`src/rtl/control_pkg.sv`:
```
// Shared constants for the MIPS instruction decoder: opcodes, funct codes,
// ALU encodings and the bit positions of the packed control word.
package control_pkg;

  localparam logic [5:0] OP_RTYPE = 6'd0;
  localparam logic [5:0] OP_JMP   = 6'd2;
  localparam logic [5:0] OP_BEQ   = 6'd4;
  localparam logic [5:0] OP_ADDI  = 6'd8;
  localparam logic [5:0] OP_LW    = 6'd54;
  localparam logic [5:0] OP_SW    = 6'd55;

  localparam logic [5:0] FUNCT_ADD  = 6'd32;
  localparam logic [5:0] FUNCT_SUB  = 6'd34;
  localparam logic [5:0] FUNCT_AND  = 6'd36;
  localparam logic [5:0] FUNCT_OR   = 6'd37;
  localparam logic [5:0] FUNCT_MULT = 6'd24;

  typedef logic [1:0] alu_op_t;

  localparam alu_op_t ALU_ADD = 2'b00;
  localparam alu_op_t ALU_SUB = 2'b01;
  localparam alu_op_t ALU_AND = 2'b10;
  localparam alu_op_t ALU_OR  = 2'b11;

  localparam int unsigned RS_LSB    = 27;
  localparam int unsigned RT_LSB    = 22;
  localparam int unsigned RD_LSB    = 17;
  localparam int unsigned WR_BIT    = 16;
  localparam int unsigned IMM_BIT   = 15;
  localparam int unsigned ALU_LSB   = 13;
  localparam int unsigned MUL_BIT   = 12;
  localparam int unsigned MUX2_BIT  = 11;
  localparam int unsigned MEMWR_BIT = 10;
  localparam int unsigned WB2_BIT   = 9;
  localparam int unsigned BR_BIT    = 8;
  localparam int unsigned JMP_BIT   = 7;

endpackage

```
`src/rtl/control_decode.sv`:
```
// Purely combinational instruction word to packed control word decode.
// Unrecognised opcodes and R-type functs decode to an all-zero word (NOP).
module control_decode
  import control_pkg::*;
(
  input  logic [31:0] instr_i,
  output logic [31:0] ctrl_o
);

  logic [5:0] opcode;
  logic [4:0] rs;
  logic [4:0] rt;
  logic [4:0] rd;
  logic [5:0] funct;
  logic       unused_shamt;

  assign opcode       = instr_i[31:26];
  assign rs           = instr_i[25:21];
  assign rt           = instr_i[20:16];
  assign rd           = instr_i[15:11];
  assign funct        = instr_i[5:0];
  assign unused_shamt = ^instr_i[10:6];

  logic    funct_ok;
  alu_op_t r_alu;
  logic    r_mul;

  always_comb begin
    funct_ok = 1'b1;
    r_alu    = ALU_ADD;
    r_mul    = 1'b0;
    case (funct)
      FUNCT_ADD:  r_alu = ALU_ADD;
      FUNCT_SUB:  r_alu = ALU_SUB;
      FUNCT_AND:  r_alu = ALU_AND;
      FUNCT_OR:   r_alu = ALU_OR;
      FUNCT_MULT: r_mul = 1'b1;
      default:    funct_ok = 1'b0;
    endcase
  end

  always_comb begin
    ctrl_o = '0;
    case (opcode)
      OP_RTYPE: begin
        if (funct_ok) begin
          ctrl_o[RS_LSB +: 5]  = rs;
          ctrl_o[RT_LSB +: 5]  = rt;
          ctrl_o[RD_LSB +: 5]  = rd;
          ctrl_o[WR_BIT]       = 1'b1;
          ctrl_o[ALU_LSB +: 2] = r_alu;
          ctrl_o[MUL_BIT]      = r_mul;
          ctrl_o[MUX2_BIT]     = 1'b1;
          ctrl_o[WB2_BIT]      = 1'b1;
        end
      end
      OP_LW: begin
        ctrl_o[RS_LSB +: 5] = rs;
        ctrl_o[RT_LSB +: 5] = rt;
        ctrl_o[RD_LSB +: 5] = rt;
        ctrl_o[WR_BIT]      = 1'b1;
        ctrl_o[IMM_BIT]     = 1'b1;
        ctrl_o[MUX2_BIT]    = 1'b1;
      end
      OP_SW: begin
        // Stores never write the register file; rd mirrors rs.
        ctrl_o[RS_LSB +: 5] = rs;
        ctrl_o[RT_LSB +: 5] = rt;
        ctrl_o[RD_LSB +: 5] = rs;
        ctrl_o[IMM_BIT]     = 1'b1;
        ctrl_o[MUX2_BIT]    = 1'b1;
        ctrl_o[MEMWR_BIT]   = 1'b1;
      end
      OP_ADDI: begin
        ctrl_o[RS_LSB +: 5] = rs;
        ctrl_o[RT_LSB +: 5] = rt;
        ctrl_o[RD_LSB +: 5] = rt;
        ctrl_o[WR_BIT]      = 1'b1;
        ctrl_o[IMM_BIT]     = 1'b1;
        ctrl_o[MUX2_BIT]    = 1'b1;
        ctrl_o[WB2_BIT]     = 1'b1;
      end
      OP_BEQ: begin
        ctrl_o[RS_LSB +: 5]  = rs;
        ctrl_o[RT_LSB +: 5]  = rt;
        ctrl_o[ALU_LSB +: 2] = ALU_SUB;
        ctrl_o[MUX2_BIT]     = 1'b1;
        ctrl_o[BR_BIT]       = 1'b1;
      end
      OP_JMP: begin
        ctrl_o[MUX2_BIT] = 1'b1;
        ctrl_o[JMP_BIT]  = 1'b1;
      end
      default: ctrl_o = '0;
    endcase
  end

endmodule

```
`src/rtl/control.sv`:
```
// Registered instruction decoder: one instruction in per clock, its control
// word out one cycle later. Synchronous active-high reset clears the word.
module control
  import control_pkg::*;
(
  input  logic        clk,
  input  logic        rst,
  input  logic [31:0] input_data,
  output logic [31:0] output_data
);

  logic [31:0] ctrl_d;
  logic [31:0] ctrl_q;

  control_decode u_decode (
    .instr_i (input_data),
    .ctrl_o  (ctrl_d)
  );

  always_ff @(posedge clk) begin
    if (rst) begin
      ctrl_q <= '0;
    end else begin
      ctrl_q <= ctrl_d;
    end
  end

  assign output_data = ctrl_q;

endmodule

```
`config.mk`:
```
export PLATFORM = sky130hd
export DESIGN_NAME = control
export DESIGN_NICKNAME = d
export VERILOG_FILES = /design/src/rtl/control_pkg.sv /design/src/rtl/control_decode.sv /design/src/rtl/control.sv
export SDC_FILE = /design/constraint.sdc
export NUM_CORES = 1
export LEC_CHECK = 0
export CAP_MARGIN = 20
export CORE_ASPECT_RATIO = 0.75
export CORE_MARGIN = 4
export CORE_UTILIZATION = 40
export DETAILED_ROUTE_END_ITERATION = 8
export GPL_ROUTABILITY_DRIVEN = 0
export PLACE_DENSITY = 0.83
export SLEW_MARGIN = 20
export SYNTH_ARGS = -nofsm -noshare
export SYNTH_HDL_FRONTEND = slang
export SYNTH_SLANG_ARGS = --single-unit
```
`constraint.sdc`:
```
create_clock -name clk -period 4.1 [get_ports clk]
set_input_delay 0.615 -clock clk [delete_from_list [all_inputs] [get_ports clk]]
set_output_delay 0.615 -clock clk [all_outputs]
set_load 0.02 [all_outputs]
```
After elaboration in Yosys (flattened, before gate mapping)
Cells that the tools add are included.

storage, ports and cells
  bits in registers = 32
  bits in latches = 0
  bits in writable memories = 0
  ROM bits = 0
  bits of input ports = 34
  word-level logic and storage cells = 38
  memories kept = 0

operators by class
  add/subtract/negate cells = 0
  multipliers = 0
  div/mod/pow operators = 0
  $lt $le $gt $ge = 0
  equal/unequal tests = 10
  shift operators = 0
  muxes and demuxes = 16
  bitwise gates (word level) = 2
  reduce and logical (&&, ||, !) cells = 7

operator list
  kind                                                 count
  equality test 6 bit, second input constant           6
  case mux 10 bit (2 select lines)                     1
  2-to-1 mux 16 bit                                    1
  case mux 5 bit (3 select lines)                      1
  OR reduction 5 bit                                   2
  2-to-1 mux 1 bit                                     7
  equality test 6 x 2 -> 1 bit, second input constant  1
  equality test 6 x 3 -> 1 bit, second input constant  1
  equality test 6 x 4 -> 1 bit, second input constant  1
  equality test 6 x 5 -> 1 bit, second input constant  1
  zero test 6 bit                                      1
  case mux 1 bit (2 select lines)                      3
  case mux 2 bit (3 select lines)                      1
  OR reduction 3 bit                                   2
  2-to-1 mux 4 bit                                     1
  case mux 2 bit (2 select lines)                      1
  OR reduction 4 bit                                   1
  NOT 1 bit                                            2
  OR reduction 2 bit                                   1

Longest topological paths before layout
Gate-level depths: netlist of the first run.

  depth in word-level cells = 5
  mapped depth = 6
  mapped depth without buffers = 4

By module
A second synthesis of the first run with hierarchy kept.

second synthesis, totals
  cell total of the unflattened synthesis = 139
  area, all modules = 1351.3 um^2

by module, submodules not included
  module          times used  cells each  area an instance (um^2)  seq. area each (um^2)
  control         1           67          863.3                    640.6
  control_decode  1           72          488.0                    0.0

Worst setup path after synthesis of the first run
No wires, ideal clock.

  path type = input-to-reg
  start point = input port input_data[3]
  end point = register ctrl_q[22] (netlist: output_data[22])
  data arrival time = 1.668 ns
  required time = 4.034 ns
  setup slack = 2.367 ns
  stages on the path = 5
  cell sequence = or3b_4 a211oi_4 o31ai_2 buf_6 a21boi_2

between the ends
  cells in the longest elaborated chain, start to end = 5

RTL lines
  what                                                                 RTL line              source
  start, declared                                                      control.sv:8          input logic [31:0] input_data,
  equality test 6 bit or equality test 6 x 5 -> 1 bit (tied branches)  control_decode.sv:32  case (funct)
  OR reduction 5 bit (no source line) *                                -
  2-to-1 mux 1 bit *                                                   control_decode.sv:32
  2-to-1 mux 16 bit *                                                  control_decode.sv:46  if (funct_ok) begin
  case mux 10 bit (2 select lines) *                                   control_decode.sv:44  case (opcode)
  end signal, assigned                                                 control.sv:24         ctrl_q <= ctrl_d;
  end, declared                                                        control.sv:13         logic [31:0] ctrl_q;

Mark *: on every way between the ends. The rest lies on a longest branch, timed or not.
A chain may end at the register's enable or synchronous reset.

Final worst setup path of the first run
  start point = input port input_data[28]
  end point = register ctrl_q[21] (netlist: output_data[21])

between the ends
  cells in the longest elaborated chain, start to end = 3

RTL lines
  what                                                                 RTL line
  equality test 6 bit or equality test 6 x 4 -> 1 bit (tied branches)  control_decode.sv:44
  OR reduction 2 bit (no source line)                                  -
  case mux 5 bit (3 select lines) *                                    control_decode.sv:44

Marks and branches as above.

==> impl_metrics.ini, run 1 <==
[cts]
clkSinkCount = 25
clkTransAtPathRegs_ps = 80
cts_resized = 0
cts_max_level = 1
cts_tree = done
cts_root_buf = clkbuf_8
post_cts_buffers = 0
cts_buffers = 3
cts_hold_buf = 0
clockBufferDepth = 2

[global_route]
met1_usage = 0.184
grt_max_degree = 15
use_met3 = 0.0220
grt_util_met2 = 0.281
grt_use_total = 0.153
first_global_vias = 975
grt_overflow_total = 0
busiest_layer = met2
grt_first_pass_wirelength_microns = 4590
grt_antenna_before_repair = 0

[sta]
hold_violations = 0
drv_slew = 0
slew_headroom = 0.586
layout_min_cycle_time_ps = 2360
setup_violations = 0
maxClockFrequency_mhz = 423
tns_ps = 0
period_share = 0.576
tightest_slew_ps = 617
setup_ws_ps = 1740
grt_setup_unrepaired = no

[detailed_routing]
num_vias = 1063
drcViolationCount = 0
drt_pass1_iterations = 4
wl_per_cell_microns = 14.9
via_per_inst = 5.32
wl_microns = 2990
ant_nets = 0
drtIter0Drc = 43

[critical_path]
crit_start = input_data[28]
endpoint_kind = flip-flop
worstSetupPathType = input pin to flip-flop
start_kind = input pin
worstPathArrival_ps = 2570
required_ps = 4310
crit_path_end = output_data[21]
crit_path_max_fanout = 11

[floorplanning]
ios = 66
core-area_sq_um = 2700
die_h_microns = 54.8
die_x_microns = 70.4
rows = 16
dieArea_sq_um = 3860
start_util = 0.432

[finish]
syn2layout_area_growth_pct = 48.0
fin_nets = 199
drive_above_1_share = 0.128
largest_reg_flops = 25
antenna_cells = 0

[synthesis]
ys_seq_elements = 25
synthTopCellsByArea = dfxtp_1 43%, a21boi_2 8.7%, nand4b_1 8.2%, buf_4 4.5%, a21o_1 3.9%
seq_area_frac_synth = 0.428
synth_top_family_by_area = simple AND/OR/NAND/NOR gates
yosysTopAreaCellShare = 0.428
synthAdderAreaFrac = 0
synth_compound_area_frac = 0.229
synthMuxAreaShare = 0
yosys.area.top_type = dfxtp_1
avgSynthCellArea_sq_um = 10.2
synth-simple-area-share = 0.252
netlist_area_sq_um = 1170
synth_xor_area_frac = 0
ys_types = 35
ys_warn_count = 0
syn_inst = 115

[power]
pwr-share-seq = 0.539
clockPowerShare = 0.307
p_switching_mw = 0.104
ir_drop_mv = 0.118
p_leak_nw = 0.636
power_density_nw_per_um2 = 263
swShare = 0.229
p_int_mw = 0.351
p_comb_frac = 0.154

[placed_design]
pre_cts_slack_ps = 1210
dpl.hpwl_microns = 2370
numPortBuffers = 53

[run]
drv_cap = 0

[outcome]
outcome = finished clean

[worst_hold_path]
min_path_type = input pin to flip-flop
==> routing by layer <==
metal  vias to the layer above  part of all wire
met1                       489              0.43
met2                        61              0.47
met3                         2             0.093
met5                         -                 0
met4                         0            0.0090
li1                        511                 -
==> synthesized netlist by cell type, drive strengths merged <==
cell type,number
nand4bb,1
a21oi,1
inv,2
o21a,1
and3,2
nand3b,1
nor3b,1
and3b,1
a21boi,10
nand3,8
nor4b,1
a311oi,5
or3b,2
nor2b,1
a21o,6
o31ai,1
a211oi,2
nand2,4
or2,1
clkbuf,3
nor4,1
and2,2
nand4b,11
nor3,3
conb,1
dfxtp,25
buf,12
nor2,4
o21ba,1
a22oi,1
==> critical path, stage by stage <==
cell and delay, ps:
clkdlybuf4s50_1 510, nor3_2 520, a22oi_1 320, a311oi_1 470, a21o_1 130
==> logic make-up (layout without fill, tap and decap cells) <==
logic type             Yosys count  in the layout
AND/OR/NAND/NOR                 44             44
AO/OA/AOI/OAI                   28             28
other                            1              7
buffers and inverters           17             60
flip-flops                      25             25
==> worst min path at each step <==
| stage | start | to | slack (ps) | cells after the start |
|---|---|---|---|---|
| after detailed placement | input_data[14] | output_data[20] | 1200 | 2 |
| final | input_data[14] | output_data[20] | 920 | 2 |
| after global routing | input_data[14] | output_data[20] | 920 | 2 |
| after CTS | input_data[14] | output_data[20] | 920 | 2 |
| after global placement | input_data[14] | output_data[20] | 1200 | 2 |
| after floorplan | input_data[29] | output_data[14] | 690 | 1 |
==> power groups by stage <==
stage                     sequential (mW)  clock, mW  combinational, mW
after floorplan                     0.254          0             0.0315
after global placement              0.251          0             0.0667
after detailed placement            0.251          0             0.0688
after CTS                           0.245      0.143             0.0692
after global routing                0.245      0.153             0.0747
final                               0.245      0.140             0.0702
==> placed cells by master (no fill, tap or decap), drive strengths merged <==
cell type      synthesis  routed
a211oi                 2       2
a21boi                10      10
a21o                   6       6
a21oi                  1       1
a22oi                  1       1
a311oi                 5       5
and2                   2       2
and3                   2       2
and3b                  1       1
buf                   12       1
clkbuf                 3       4
clkdlybuf4s50          0      53
conb                   1       7
dfxtp                 25      25
inv                    2       2
nand2                  4       4
nand3                  8       8
nand3b                 1       1
nand4b                11      11
nand4bb                1       1
nor2                   4       4
nor2b                  1       1
nor3                   3       3
nor3b                  1       1
nor4                   1       1
nor4b                  1       1
o21a                   1       1
o21ba                  1       1
o31ai                  1       1
or2                    1       1
or3b                   2       2
==> through the flow <==
step,util,std cells,area (sq um),hold WS (ps),total power [mW]
final,0.640,200,1730,924,0.455
after global routing,0.640,200,1730,923,0.473
after CTS,0.638,200,1720,923,0.458
after detailed placement,0.621,196,1680,1200,0.320
after global placement,0.621,196,1680,1200,0.318
after floorplan,-,121,1190,692,0.285
==> cell type report <==
class | count | area [sq um]
flip-flops and latches | 25 | 500
fillers | 232 | 973
multi-input cells | 79 | 593
inverters | 2 | 7.51
repair buffers | 54 | 538
clock buffers | 4 | 45.0
well taps | 36 | 45.0
No activity file was read; power rests on OpenSTA's default activity.
==> inputs of run 2 (changes only) <==
Settings changed: CORE_UTILIZATION 40 to 38, PLACE_DENSITY 0.83 to 0.8.
Clock period 4.1 ns to 2.2 ns, I/O delays scaled along.
==> run 2 against run 1 <==
Non-clock buffer count grew 6; critical endpoint is now output_data[14]; sequential share of layout area is 0.83 points lower; total power grew 89%; flip-flop and latch count is the same; sequential power rose by 87%; cell area is 3.0% higher; utilization decreased by 3.3 points; largest power group unchanged.
==> impl_metrics.ini, run 2 (same netlist as run 1, synthesis figures left out) <==
[cts]
clkSinkCount = 25
cts_root_buf = clkbuf_8
cts_max_level = 1
cts_hold_buf = 0
cts_tree = done
clkTransAtPathRegs_ps = 80
cts_buffers = 3
clockBufferDepth = 2
cts_resized = 0
post_cts_buffers = 0

[outcome]
outcome = finished clean

[detailed_routing]
wl_microns = 3140
drcViolationCount = 0
via_per_inst = 5.16
wl_per_cell_microns = 15.1
num_vias = 1073
drtIter0Drc = 32
ant_nets = 0
drt_pass1_iterations = 4

[critical_path]
worstPathCellList = clkdlybuf4s50_1, or3b_4, nor3b_2, buf_4, nor4b_1
crit_path_max_fanout = 3
max_stage_delay_ps = 480
worstPathArrival_ps = 2040
required_ps = 2350
crit_family = simple AND/OR/NAND/NOR gates
start_kind = input pin
worstSetupPathType = input pin to flip-flop
cp_slowest_cell = clkdlybuf4s50_1
worst-path-buf-inv = 2
endpoint_kind = flip-flop

[finish]
fin_nets = 205
n_fill_cell = 245
layout_commonest_cell = clkdlybuf4s50_1
multi_input_area_sq_um = 597
syn2layout_area_growth_pct = 52.4
drive_above_1_share = 0.153
instances_no_fill = 208
mostFrequentLayoutCells = 53 x clkdlybuf4s50_1, 25 x dfxtp_1, 11 x nand4b_1, 9 x a21boi_2, 8 x nand3_1
largest_reg_flops = 25
antenna_cells = 0
fin_util = 0.607
area.sequential_sq_um = 500

[placed_design]
dpl.hpwl_microns = 2540
placed_cells = 204
numPortBuffers = 53

[power]
clockPowerShare = 0.308
pwr-share-seq = 0.530
p_switching_mw = 0.202
p_comb_frac = 0.161
power_density_nw_per_um2 = 484
ir_drop_mv = 0.211
p_int_mw = 0.660
swShare = 0.234
p_leak_nw = 0.667

[floorplanning]
rows = 17
core-area_sq_um = 2940
die_x_microns = 72.0
dieArea_sq_um = 4040
ios = 66
start_util = 0.398
die_h_microns = 56.0

[worst_hold_path]
min_to = output_data[18]
min_delay_path_depth = 2
hp-start = input_data[12]
min_path_type = input pin to flip-flop

[global_route]
grt_use_total = 0.151
grt_overflow_total = 0
first_global_vias = 1029
grt_max_degree = 14
grt_first_pass_wirelength_microns = 4830
grt_antenna_before_repair = 0

[sta]
grt_setup_unrepaired = no
tightest_slew_ps = 650
period_share = 0.857
drv_slew = 0
slew_headroom = 0.566
setup_violations = 0
tns_ps = 0
layout_min_cycle_time_ps = 1890
maxClockFrequency_mhz = 530
hold_violations = 0

[run]
drv_cap = 0
-- run 2: area by class of cell --
type                    count  area share
well taps                  38      0.0267
clock buffers               4      0.0253
multi-input cells          79       0.335
flip-flops and latches     25       0.281
inverters                   2     0.00422
repair buffers             60       0.327
-- run 2: per-layer routing --
metal  vias to the layer above  global-route usage  wire length (microns)
met5                         -                   0                      0
met4                         0              0.0724                     86
met3                        10              0.0307                    270
met2                        60               0.254                   1480
met1                       479               0.183                   1310
li1                        524                   -                      -
-- run 2: power groups by stage --
stage	registers, mW	clock network [mW]	logic (mW)
after CTS	0.457	0.274	0.137
after global placement	0.468	0	0.132
after floorplan	0.473	0	0.0587
final	0.457	0.266	0.139
after detailed placement	0.468	0	0.136
after global routing	0.457	0.291	0.147
-- run 2: through the flow --
step                      hold slack [ps]  total power, mW  worst slack [ps]  area [sq um]
after floorplan                       407            0.532               752          1190
after global placement                913            0.600              -110          1730
after detailed placement              925            0.604              -202          1730
after CTS                             649            0.869              81.1          1770
after global routing                  651            0.895               257          1780
final                                 647            0.862               315          1780
-- run 2: worst max path at each step --
stage,start,endpoint,slack [ps],cells past startpoint
floorplan,input_data[3],output_data[22],750,5
global placement,input_data[5],output_data[25],-110,5
detailed placement,input_data[5],output_data[25],-200,5
CTS,input_data[5],output_data[25],80,5
global route,input_data[5],output_data[14],260,5
finish,input_data[5],output_data[14],310,5
